==> src/rtl/mem_arbiter_if.sv <==
`default_nettype none
// ============================================================================
// Module      : mem_arbiter_if
// Description : Fetch / data / memory bus bundle shared by mem_arbiter and
//               its requesters.
// Revision    : 1.0  initial release
// ============================================================================
interface mem_arbiter_if #(
    parameter int ADDR_W = 16,
    parameter int DATA_W = 16
);
    // fetch side
    logic              if_req;
    logic [ADDR_W-1:0] if_addr;
    logic              if_flush;
    logic              if_done;
    logic [DATA_W-1:0] if_instr;
    logic              if_stall;
    // data side
    logic              dm_req;
    logic              dm_wr;
    logic [ADDR_W-1:0] dm_addr;
    logic [DATA_W-1:0] dm_wdata;
    logic              dm_done;
    logic [DATA_W-1:0] dm_rdata;
    logic              dm_stall;
    // memory side
    logic              mem_en;
    logic              mem_wr;
    logic [ADDR_W-1:0] mem_addr;
    logic [DATA_W-1:0] mem_wdata;
    logic [DATA_W-1:0] mem_rdata;
    logic              mem_done;
    logic              busy;

    // arbiter view
    modport slave (
        input  if_req, if_addr, if_flush,
        output if_done, if_instr, if_stall,
        input  dm_req, dm_wr, dm_addr, dm_wdata,
        output dm_done, dm_rdata, dm_stall,
        output mem_en, mem_wr, mem_addr, mem_wdata,
        input  mem_rdata, mem_done,
        output busy
    );

    // requester / memory-model view
    modport master (
        output if_req, if_addr, if_flush,
        input  if_done, if_instr, if_stall,
        output dm_req, dm_wr, dm_addr, dm_wdata,
        input  dm_done, dm_rdata, dm_stall,
        input  mem_en, mem_wr, mem_addr, mem_wdata,
        output mem_rdata, mem_done,
        input  busy
    );
endinterface
`default_nettype wire

==> src/rtl/mem_arbiter.sv <==
`default_nettype none
// ============================================================================
// Module      : mem_arbiter
// Description : Shares one variable-latency memory between instruction fetch
//               and data accesses; one access in flight, stale fetches killed.
//               Optional macro MEM_ARB_RR_EN selects round-robin arbitration
//               (default: fixed data-over-fetch priority).
// Revision    : 1.0  initial release
// ============================================================================
module mem_arbiter #(
    parameter int ADDR_W = 16,
    parameter int DATA_W = 16
) (
    input  wire logic    clk,
    input  wire logic    rst,
    mem_arbiter_if.slave bus
);

    localparam logic [1:0] C_IDLE  = 2'd0;
    localparam logic [1:0] C_ISSUE = 2'd1;
    localparam logic [1:0] C_WAIT  = 2'd2;

    logic [1:0]        r_state;
    logic [1:0]        w_state_nxt;

    logic              r_owner_dm;
    logic              r_wr;
    logic [ADDR_W-1:0] r_addr;
    logic [DATA_W-1:0] r_wdata;
    logic              r_killed;
    logic              r_if_done_q;
    logic              r_dm_done_q;
    logic [DATA_W-1:0] r_if_instr;
    logic [DATA_W-1:0] r_dm_rdata;

    logic              w_if_elig;
    logic              w_dm_elig;
    logic              w_pick_dm;
    logic              w_grant;
    logic              w_complete;
    logic              w_kill;
    logic              w_mem_en;
    logic              w_mem_wr;
    logic              w_busy;

    // A requester still showing its done pulse is holding a stale request.
    assign w_if_elig = bus.if_req & ~r_if_done_q & ~bus.if_flush;
    assign w_dm_elig = bus.dm_req & ~r_dm_done_q;

`ifdef MEM_ARB_RR_EN
    // r_last_grant: 1 = data was granted last, 0 = fetch.
    logic r_last_grant;

    assign w_pick_dm = w_dm_elig & (~w_if_elig | ~r_last_grant);

    always_ff @(posedge clk or negedge rst) begin
        if (!rst) begin
            r_last_grant <= 1'b0;
        end else if (w_grant) begin
            r_last_grant <= w_pick_dm;
        end
    end
`else
    assign w_pick_dm = w_dm_elig;
`endif

    assign w_complete = (r_state == C_WAIT) & bus.mem_done;
    // A flush arriving in the completion cycle kills the fetch as well.
    assign w_kill     = r_killed | bus.if_flush;

    // ------------------------------------------------------------------
    // FSM: state register
    // ------------------------------------------------------------------
    always_ff @(posedge clk or negedge rst) begin
        if (!rst) begin
            r_state <= C_IDLE;
        end else begin
            r_state <= w_state_nxt;
        end
    end

    // ------------------------------------------------------------------
    // FSM: next-state logic
    // ------------------------------------------------------------------
    always_comb begin
        w_state_nxt = r_state;
        w_grant     = 1'b0;
        case (r_state)
            C_IDLE: begin
                if (w_dm_elig || w_if_elig) begin
                    w_grant     = 1'b1;
                    w_state_nxt = C_ISSUE;
                end
            end
            C_ISSUE: begin
                w_state_nxt = C_WAIT;
            end
            C_WAIT: begin
                if (bus.mem_done) begin
                    w_state_nxt = C_IDLE;
                end
            end
            default: begin
                w_state_nxt = C_IDLE;
            end
        endcase
    end

    // ------------------------------------------------------------------
    // FSM: outputs
    // ------------------------------------------------------------------
    always_comb begin
        w_mem_en = 1'b0;
        w_mem_wr = 1'b0;
        w_busy   = 1'b0;
        case (r_state)
            C_ISSUE: begin
                w_mem_en = 1'b1;
                w_mem_wr = r_wr;
                w_busy   = 1'b1;
            end
            C_WAIT: begin
                w_mem_wr = r_wr;
                w_busy   = 1'b1;
            end
            default: begin
                w_mem_en = 1'b0;
            end
        endcase
    end

    // ------------------------------------------------------------------
    // Latched command
    // ------------------------------------------------------------------
    always_ff @(posedge clk or negedge rst) begin
        if (!rst) begin
            r_owner_dm <= 1'b0;
            r_wr       <= 1'b0;
            r_addr     <= '0;
            r_wdata    <= '0;
        end else if (w_grant) begin
            r_owner_dm <= w_pick_dm;
            r_wr       <= w_pick_dm & bus.dm_wr;
            r_addr     <= w_pick_dm ? bus.dm_addr  : bus.if_addr;
            r_wdata    <= w_pick_dm ? bus.dm_wdata : '0;
        end
    end

    // ------------------------------------------------------------------
    // Fetch kill flag
    // ------------------------------------------------------------------
    always_ff @(posedge clk or negedge rst) begin
        if (!rst) begin
            r_killed <= 1'b0;
        end else if (w_complete) begin
            r_killed <= 1'b0;
        end else if ((r_state != C_IDLE) && !r_owner_dm && bus.if_flush) begin
            r_killed <= 1'b1;
        end
    end

    // ------------------------------------------------------------------
    // Completion: done pulses and result registers
    // ------------------------------------------------------------------
    always_ff @(posedge clk or negedge rst) begin
        if (!rst) begin
            r_if_done_q <= 1'b0;
            r_dm_done_q <= 1'b0;
            r_if_instr  <= '0;
            r_dm_rdata  <= '0;
        end else begin
            r_if_done_q <= w_complete & ~r_owner_dm & ~w_kill;
            r_dm_done_q <= w_complete & r_owner_dm;
            if (w_complete && !r_owner_dm && !w_kill) begin
                r_if_instr <= bus.mem_rdata;
            end
            // Writes complete with a done pulse but leave read data alone.
            if (w_complete && r_owner_dm && !r_wr) begin
                r_dm_rdata <= bus.mem_rdata;
            end
        end
    end

    // ------------------------------------------------------------------
    // Port drive
    // ------------------------------------------------------------------
    assign bus.if_done   = r_if_done_q & ~bus.if_flush;
    assign bus.if_instr  = r_if_instr;
    assign bus.if_stall  = bus.if_req & ~bus.if_done;
    assign bus.dm_done   = r_dm_done_q;
    assign bus.dm_rdata  = r_dm_rdata;
    assign bus.dm_stall  = bus.dm_req & ~bus.dm_done;
    assign bus.mem_en    = w_mem_en;
    assign bus.mem_wr    = w_mem_wr;
    assign bus.mem_addr  = r_addr;
    assign bus.mem_wdata = r_wdata;
    assign bus.busy      = w_busy;

endmodule
`default_nettype wire

==> src/flat_wrapper.sv <==
// flat-port wrapper written by rule: the top's interface ports become plain ports
module mem_arbiter_flat 
#(
    parameter int ADDR_W = 16,
    parameter int DATA_W = 16
)
  (clk, rst, bus_if_req, bus_if_addr, bus_if_flush, bus_if_done, bus_if_instr, bus_if_stall, bus_dm_req, bus_dm_wr, bus_dm_addr, bus_dm_wdata, bus_dm_done, bus_dm_rdata, bus_dm_stall, bus_mem_en, bus_mem_wr, bus_mem_addr, bus_mem_wdata, bus_mem_rdata, bus_mem_done, bus_busy);
  mem_arbiter_if #(.ADDR_W(ADDR_W), .DATA_W(DATA_W)) bus_i ();
  input  wire logic clk;
  input  wire logic rst;
  input wire logic [$bits(bus_i.if_req)-1:0] bus_if_req;
  input wire logic [$bits(bus_i.if_addr)-1:0] bus_if_addr;
  input wire logic [$bits(bus_i.if_flush)-1:0] bus_if_flush;
  output wire logic [$bits(bus_i.if_done)-1:0] bus_if_done;
  output wire logic [$bits(bus_i.if_instr)-1:0] bus_if_instr;
  output wire logic [$bits(bus_i.if_stall)-1:0] bus_if_stall;
  input wire logic [$bits(bus_i.dm_req)-1:0] bus_dm_req;
  input wire logic [$bits(bus_i.dm_wr)-1:0] bus_dm_wr;
  input wire logic [$bits(bus_i.dm_addr)-1:0] bus_dm_addr;
  input wire logic [$bits(bus_i.dm_wdata)-1:0] bus_dm_wdata;
  output wire logic [$bits(bus_i.dm_done)-1:0] bus_dm_done;
  output wire logic [$bits(bus_i.dm_rdata)-1:0] bus_dm_rdata;
  output wire logic [$bits(bus_i.dm_stall)-1:0] bus_dm_stall;
  output wire logic [$bits(bus_i.mem_en)-1:0] bus_mem_en;
  output wire logic [$bits(bus_i.mem_wr)-1:0] bus_mem_wr;
  output wire logic [$bits(bus_i.mem_addr)-1:0] bus_mem_addr;
  output wire logic [$bits(bus_i.mem_wdata)-1:0] bus_mem_wdata;
  input wire logic [$bits(bus_i.mem_rdata)-1:0] bus_mem_rdata;
  input wire logic [$bits(bus_i.mem_done)-1:0] bus_mem_done;
  output wire logic [$bits(bus_i.busy)-1:0] bus_busy;
  assign bus_i.if_req = bus_if_req;
  assign bus_i.if_addr = bus_if_addr;
  assign bus_i.if_flush = bus_if_flush;
  assign bus_if_done = bus_i.if_done;
  assign bus_if_instr = bus_i.if_instr;
  assign bus_if_stall = bus_i.if_stall;
  assign bus_i.dm_req = bus_dm_req;
  assign bus_i.dm_wr = bus_dm_wr;
  assign bus_i.dm_addr = bus_dm_addr;
  assign bus_i.dm_wdata = bus_dm_wdata;
  assign bus_dm_done = bus_i.dm_done;
  assign bus_dm_rdata = bus_i.dm_rdata;
  assign bus_dm_stall = bus_i.dm_stall;
  assign bus_mem_en = bus_i.mem_en;
  assign bus_mem_wr = bus_i.mem_wr;
  assign bus_mem_addr = bus_i.mem_addr;
  assign bus_mem_wdata = bus_i.mem_wdata;
  assign bus_i.mem_rdata = bus_mem_rdata;
  assign bus_i.mem_done = bus_mem_done;
  assign bus_busy = bus_i.busy;
  mem_arbiter #(.ADDR_W(ADDR_W), .DATA_W(DATA_W)) u_core (.clk(clk), .rst(rst), .bus(bus_i));
endmodule
==> config.mk <==
export PLATFORM = sky130hd
export DESIGN_NAME = mem_arbiter_flat
export DESIGN_NICKNAME = d
export VERILOG_FILES = /design/src/rtl/mem_arbiter_if.sv /design/src/rtl/mem_arbiter.sv /design/src/flat_wrapper.sv
export SDC_FILE = /design/constraint.sdc
export NUM_CORES = 1
export LEC_CHECK = 0
export ABC_AREA = 1
export CAP_MARGIN = 20
export CORE_MARGIN = 2
export CORE_UTILIZATION = 40
export CTS_BUF_LIST = sky130_fd_sc_hd__clkbuf_16
export DETAILED_ROUTE_END_ITERATION = 10
export PLACE_DENSITY = 0.77
export SETUP_SLACK_MARGIN = 0.4
export SYNTH_ARGS = -nofsm -noshare
export SYNTH_HDL_FRONTEND = slang
export SYNTH_SLANG_ARGS = --single-unit
==> constraint.sdc <==
create_clock -name clk -period 2.2 [get_ports clk]
set_input_delay 0.44 -clock clk [delete_from_list [all_inputs] [get_ports clk]]
set_output_delay 0.44 -clock clk [all_outputs]
set_load 0.03 [all_outputs]
-- Yosys cells after proc, flatten, opt, wreduce, memory -nomap -nowiden
Cells that the tools add are included.
- flip-flop bits (word level): 71
- input bits: 71
- output and inout bits: 71
- word-level logic and storage cells: 58
- equality and inequality tests: 4
- mux-type cells: 12
- bitwise operators: 17
- reductions and logical operators: 15
- operators with widths (kind ; count):
    $mux W16 ; 2
    $and A1 B1 Y1 ; 10
    $mux W1 ; 7
    $logic_and A1 B1 Y1 ; 6
    $not A1 Y1 ; 6
    $pmux W2 S3 ; 1
    $mux W2 ; 2
    $reduce_bool A2 Y1 ; 2
    $logic_not A1 Y1 ; 3
    $eq A2 B1 Y1 const B ; 1
    $eq A2 B2 Y1 const B ; 1
    $logic_not A2 Y1 ; 1
    $ne A2 B1 Y1 const B ; 1
    $ne A2 B2 Y1 const B ; 1
    $reduce_and A2 Y1 ; 1
    $reduce_or A2 Y1 ; 1
    $logic_or A1 B1 Y1 ; 1
    $or A1 B1 Y1 ; 1

-- Logic depth before layout (Yosys ltp)
- depth in word-level cells: 6
- gate-level depth with buffers: 8
- mapped depth without buffers: 7

-- Worst setup path after synthesis
No wires, ideal clock.
- kind: input -> output
- from: input bus_if_flush
- to: output bus_if_stall
- arrival: 1169 ps
- data required time: 1760 ps
- slack: 591 ps
- stages on the path: 2
- buffers on the path: 0
- cells stage by stage: nor2_1 nor2_1
- longest elaborated chain between the ends: 4
- RTL lines (what ; RTL line ; text):
    start, declared ; flat_wrapper.sv:13 ; input wire logic [$bits(bus_i.if_flush)-1:0] bus_if_flush;
    $not A1 Y1 ; mem_arbiter.sv:187 ; assign bus.if_done = r_if_done_q & ~bus.if_flush;
    $and A1 B1 Y1 ; mem_arbiter.sv:187 ;
    $not A1 Y1 ; mem_arbiter.sv:189 ; assign bus.if_stall = bus.if_req & ~bus.if_done;
    $and A1 B1 Y1 ; mem_arbiter.sv:189 ;
    end, declared ; flat_wrapper.sv:16 ; output wire logic [$bits(bus_i.if_stall)-1:0] bus_if_stall;
No other way between the ends.

-- Worst setup path after layout
- from: register u_core.r_state[1]
- to: output bus_mem_wr
- longest elaborated chain between the ends: 3
- elaborated cells on any way between the ends: 4
- classes of those cells: eq/ne: 2; mux: 1; reduce/logical: 1
- RTL lines (what ; RTL line ; text):
    start, declared ; mem_arbiter.sv:23 ; logic [1:0] r_state;
    start signal, assigned ; mem_arbiter.sv:78 ; r_state <= w_state_nxt;
    $eq A2 B1 Y1 / $eq A2 B2 Y1 (equally long branches) ; mem_arbiter.sv:116 ; case (r_state)
    $reduce_or A2 Y1 (no source line) * ; - ;
    $mux W1 * ; mem_arbiter.sv:116 ;
    end, declared ; flat_wrapper.sv:25 ; output wire logic [$bits(bus_i.mem_wr)-1:0] bus_mem_wr;
Every way passes the cells marked *; elsewhere a longest branch is shown, timed or not.

==> metrics.yaml <==
outcome: "complete, no violations"
hold_viol_final: 0
area_growth_pct: 54.5
die_area_um2: 8730
grt_pass1_wl_um: 13500
crit_path_top_delay_cell: "dfrtp_1"
drc: 0
syn_area_um2: 3200
cp_cell_sequence: "inv_2, ha_1, nand2_1, inv_1, buf_4"
path_delay_family: "flip-flops"
grt_max_degree: 72
synth_top_cell_area_share_pct: 55.5
drt-total-wl_um: 8350
hold_path.class: "input pin to async pin"
cts_sinks: 71
critical_path_buf_inv_count: 3
cts_setup_buffers: 0
yosysWarningCount: 0
first_iter_violations: 125
slew_headroom_pct: 70.5
numCtsBuffers: 9
critPathArrivalTime_ns: 1.33
setup_viol: 0
postLayoutCoreUtil_pct: 64.0
final-max-slew-violation-count: 0
ys_seq_elements: 71
clock_latency_ns: 0.32
powerDensity_nw_per_um2: 1410
drive_gt1_share_pct: 11.0
cts_root_buf: "clkbuf_16"
routed_via_density: 4.70
grt_pass1_vias: 2810
post_synth_main_area_contributors: "dfrtp_1 56%, nand2_1 18%, nand3_1 5.6%, o21ai_2 4.1%, inv_1 3.0%"
yosysUniqueCellTypes: 22
synthCells: 359
period_needed_ns: 1.77
crit_path_max_incr_delay_ns: 0.38
async_reset_ff_share_pct: 100
std_cell_rows: 32
layoutNonFillerInstCount: 604
fmax_mhz: 565
cts_max_level: 3
grt_usage_pct: 19.7
end_kind: "output pin"
avgSynthCellArea_um2: 8.92
worst_pin_slew_ns: 0.442
first_pass_iters: 4
path_class: "flop to output pin"
hpwl_um: 5830
critPathRequiredTime_ns: 1.76
fp.dieH_um: 93.5
initial_utilization_pct: 41.4
post-route-period-util_pct: 80.4
cts.clk_slew.worst_paths_ns: 0.05
vias: 2838
synth_nets: 433
peakVddDrop_mv: 0.795
diodes: 0
avgRoutedWirePerCell_um: 13.8
tns_ns: 0
yosysMostFrequentCell: "nand2_1"
port-buffer-count: 141
ctsLongestPathBuffers: 2
cts_hold_buffers: 0
ioPinCount: 142
rsz0062_at_grt: "true"
p_leak_uw: 0.00300
dp_cells: 588
worstPathMaxFanout: 3
ys_seq_area_share_pct: 55.5
yosys_most_used_dff: "dfrtp_1"
chipWidth_um: 93.5
synth_common_cells: "155 x nand2_1, 71 x dfrtp_1, 36 x nand3_1"
synth_edf_count: 0
place.gp.congestion: 0.780
grt-ovfl-total: 0
cp-start-kind: "flop"
cap_viol_max_count: 0
nFillCells: 664
core_um2: 7730
detail-route-antenna-nets: 0
fin_nets: 571
antenna_found_initial: 0
yosys.area.top_type: "dfrtp_1"
skew_ns: 0.00497
cts_tree: "yes"
[kinds of logic (layout without fill, tap and decap cells)]
logic type,after synthesis,after routing,synth area share [%]
simple gates,202,202,27.7
fa+ha+maj,3,3,1.17
compound gates,34,34,7.08
flops,71,71,55.5
buf+inv,49,192,8.52
[cell usage in the layout, fill, tap and decap left out, drive strengths merged]
master         instances
a21oi                  1
buf                   11
bufinv                 1
clkbuf                10
clkdlybuf4s50         68
clkinv                 4
dfrtp                 71
dlygate4sd2           29
dlymetal6s2s          37
ha                     3
inv                   32
nand2                160
nand3                 37
nand4                  1
nor2                   4
o21ai                 33
[state kept, by name, indices dropped and copies added (netlist names)]
| name | flops |
|---|---|
| u_core.bus.dm_rdata | 16 |
| u_core.bus.if_instr | 16 |
| u_core.bus.mem_addr | 16 |
| u_core.bus.mem_wdata | 16 |
| u_core.r_state | 2 |
| u_core.bus.dm_done | 1 |
| u_core.r_if_done_q | 1 |
| u_core.r_killed | 1 |
| u_core.r_owner_dm | 1 |
| u_core.r_wr | 1 |
[path summary, 6_finish.rpt]
path / startpoint / end / slack (ns) / cells past startpoint
max: u_core.r_state[1]$_DFFE_PN0P_ / bus_mem_wr / 0.43 / 5
min: rst / u_core.bus.mem_addr[14]$_DFFE_PN0P_ / 0.14 / 2
max reg2reg: u_core.r_state[0]$_DFFE_PN0P_ / u_core.bus.if_instr[2]$_DFFE_PN0P_ / 0.62 / 7
min reg2reg: u_core.bus.mem_wdata[6]$_DFFE_PN0P_ / u_core.bus.mem_wdata[6]$_DFFE_PN0P_ / 0.47 / 2
max in group asynchronous: rst / u_core.bus.mem_addr[11]$_DFFE_PN0P_ / 1.74 / 2
min in group clk: u_core.bus.mem_wdata[6]$_DFFE_PN0P_ / u_core.bus.mem_wdata[6]$_DFFE_PN0P_ / 0.47 / 2
[worst reg2reg max path: stages (launching register included)]
cell and delay, ns:
dfrtp_1 0.40, inv_2 0.07, ha_1 0.18, nand2_2 0.10
inv_2 0.09, nand4_4 0.33, nand2_1 0.18, o21ai_0 0.09
[power by group]
group / switching, uW / internal, uW
clock network: 504 / 858
registers: 317 / 1880
logic: 2190 / 1200
[per-layer routing]
layer  routed length (um)  GRT usage [%]  share of wire [%]  vias up
met1                 3570           25.2                 43     1311
met5                    0              0                  0        -
met2                 3700           30.9                 44      124
li1                     -              -                  -     1397
met4                   59           4.41               0.71        0
met3                 1030           8.78                 12        6
[final cells by class]
type	count	area (um^2)	area share, %
flip-flops and latches	71	1780	35.9
repair buffers	146	1490	30.2
multi-input cells	239	1150	23.3
clock buffers	9	225	4.55
well taps	102	128	2.58
inverters	30	113	2.28
clock inverters	7	56.3	1.14
[through the flow]
stage	instance area, um^2	power, uW	worst slack, ns	hold WS, ns
floorplan	3200	4390	0.591	0.144
global placement	4620	5800	0.315	0.454
detailed placement	4620	5890	0.246	0.462
CTS	4850	7080	0.389	0.164
global route	4940	7410	0.358	0.156
finish	4940	6960	0.430	0.136
[what timing repair did]
action,CTS,global route
hold endpoints to repair,0,0
pin swaps,0,1
setup endpoints to repair,32,41
resized for setup,41,43
(Power assumes the default switching activity.)
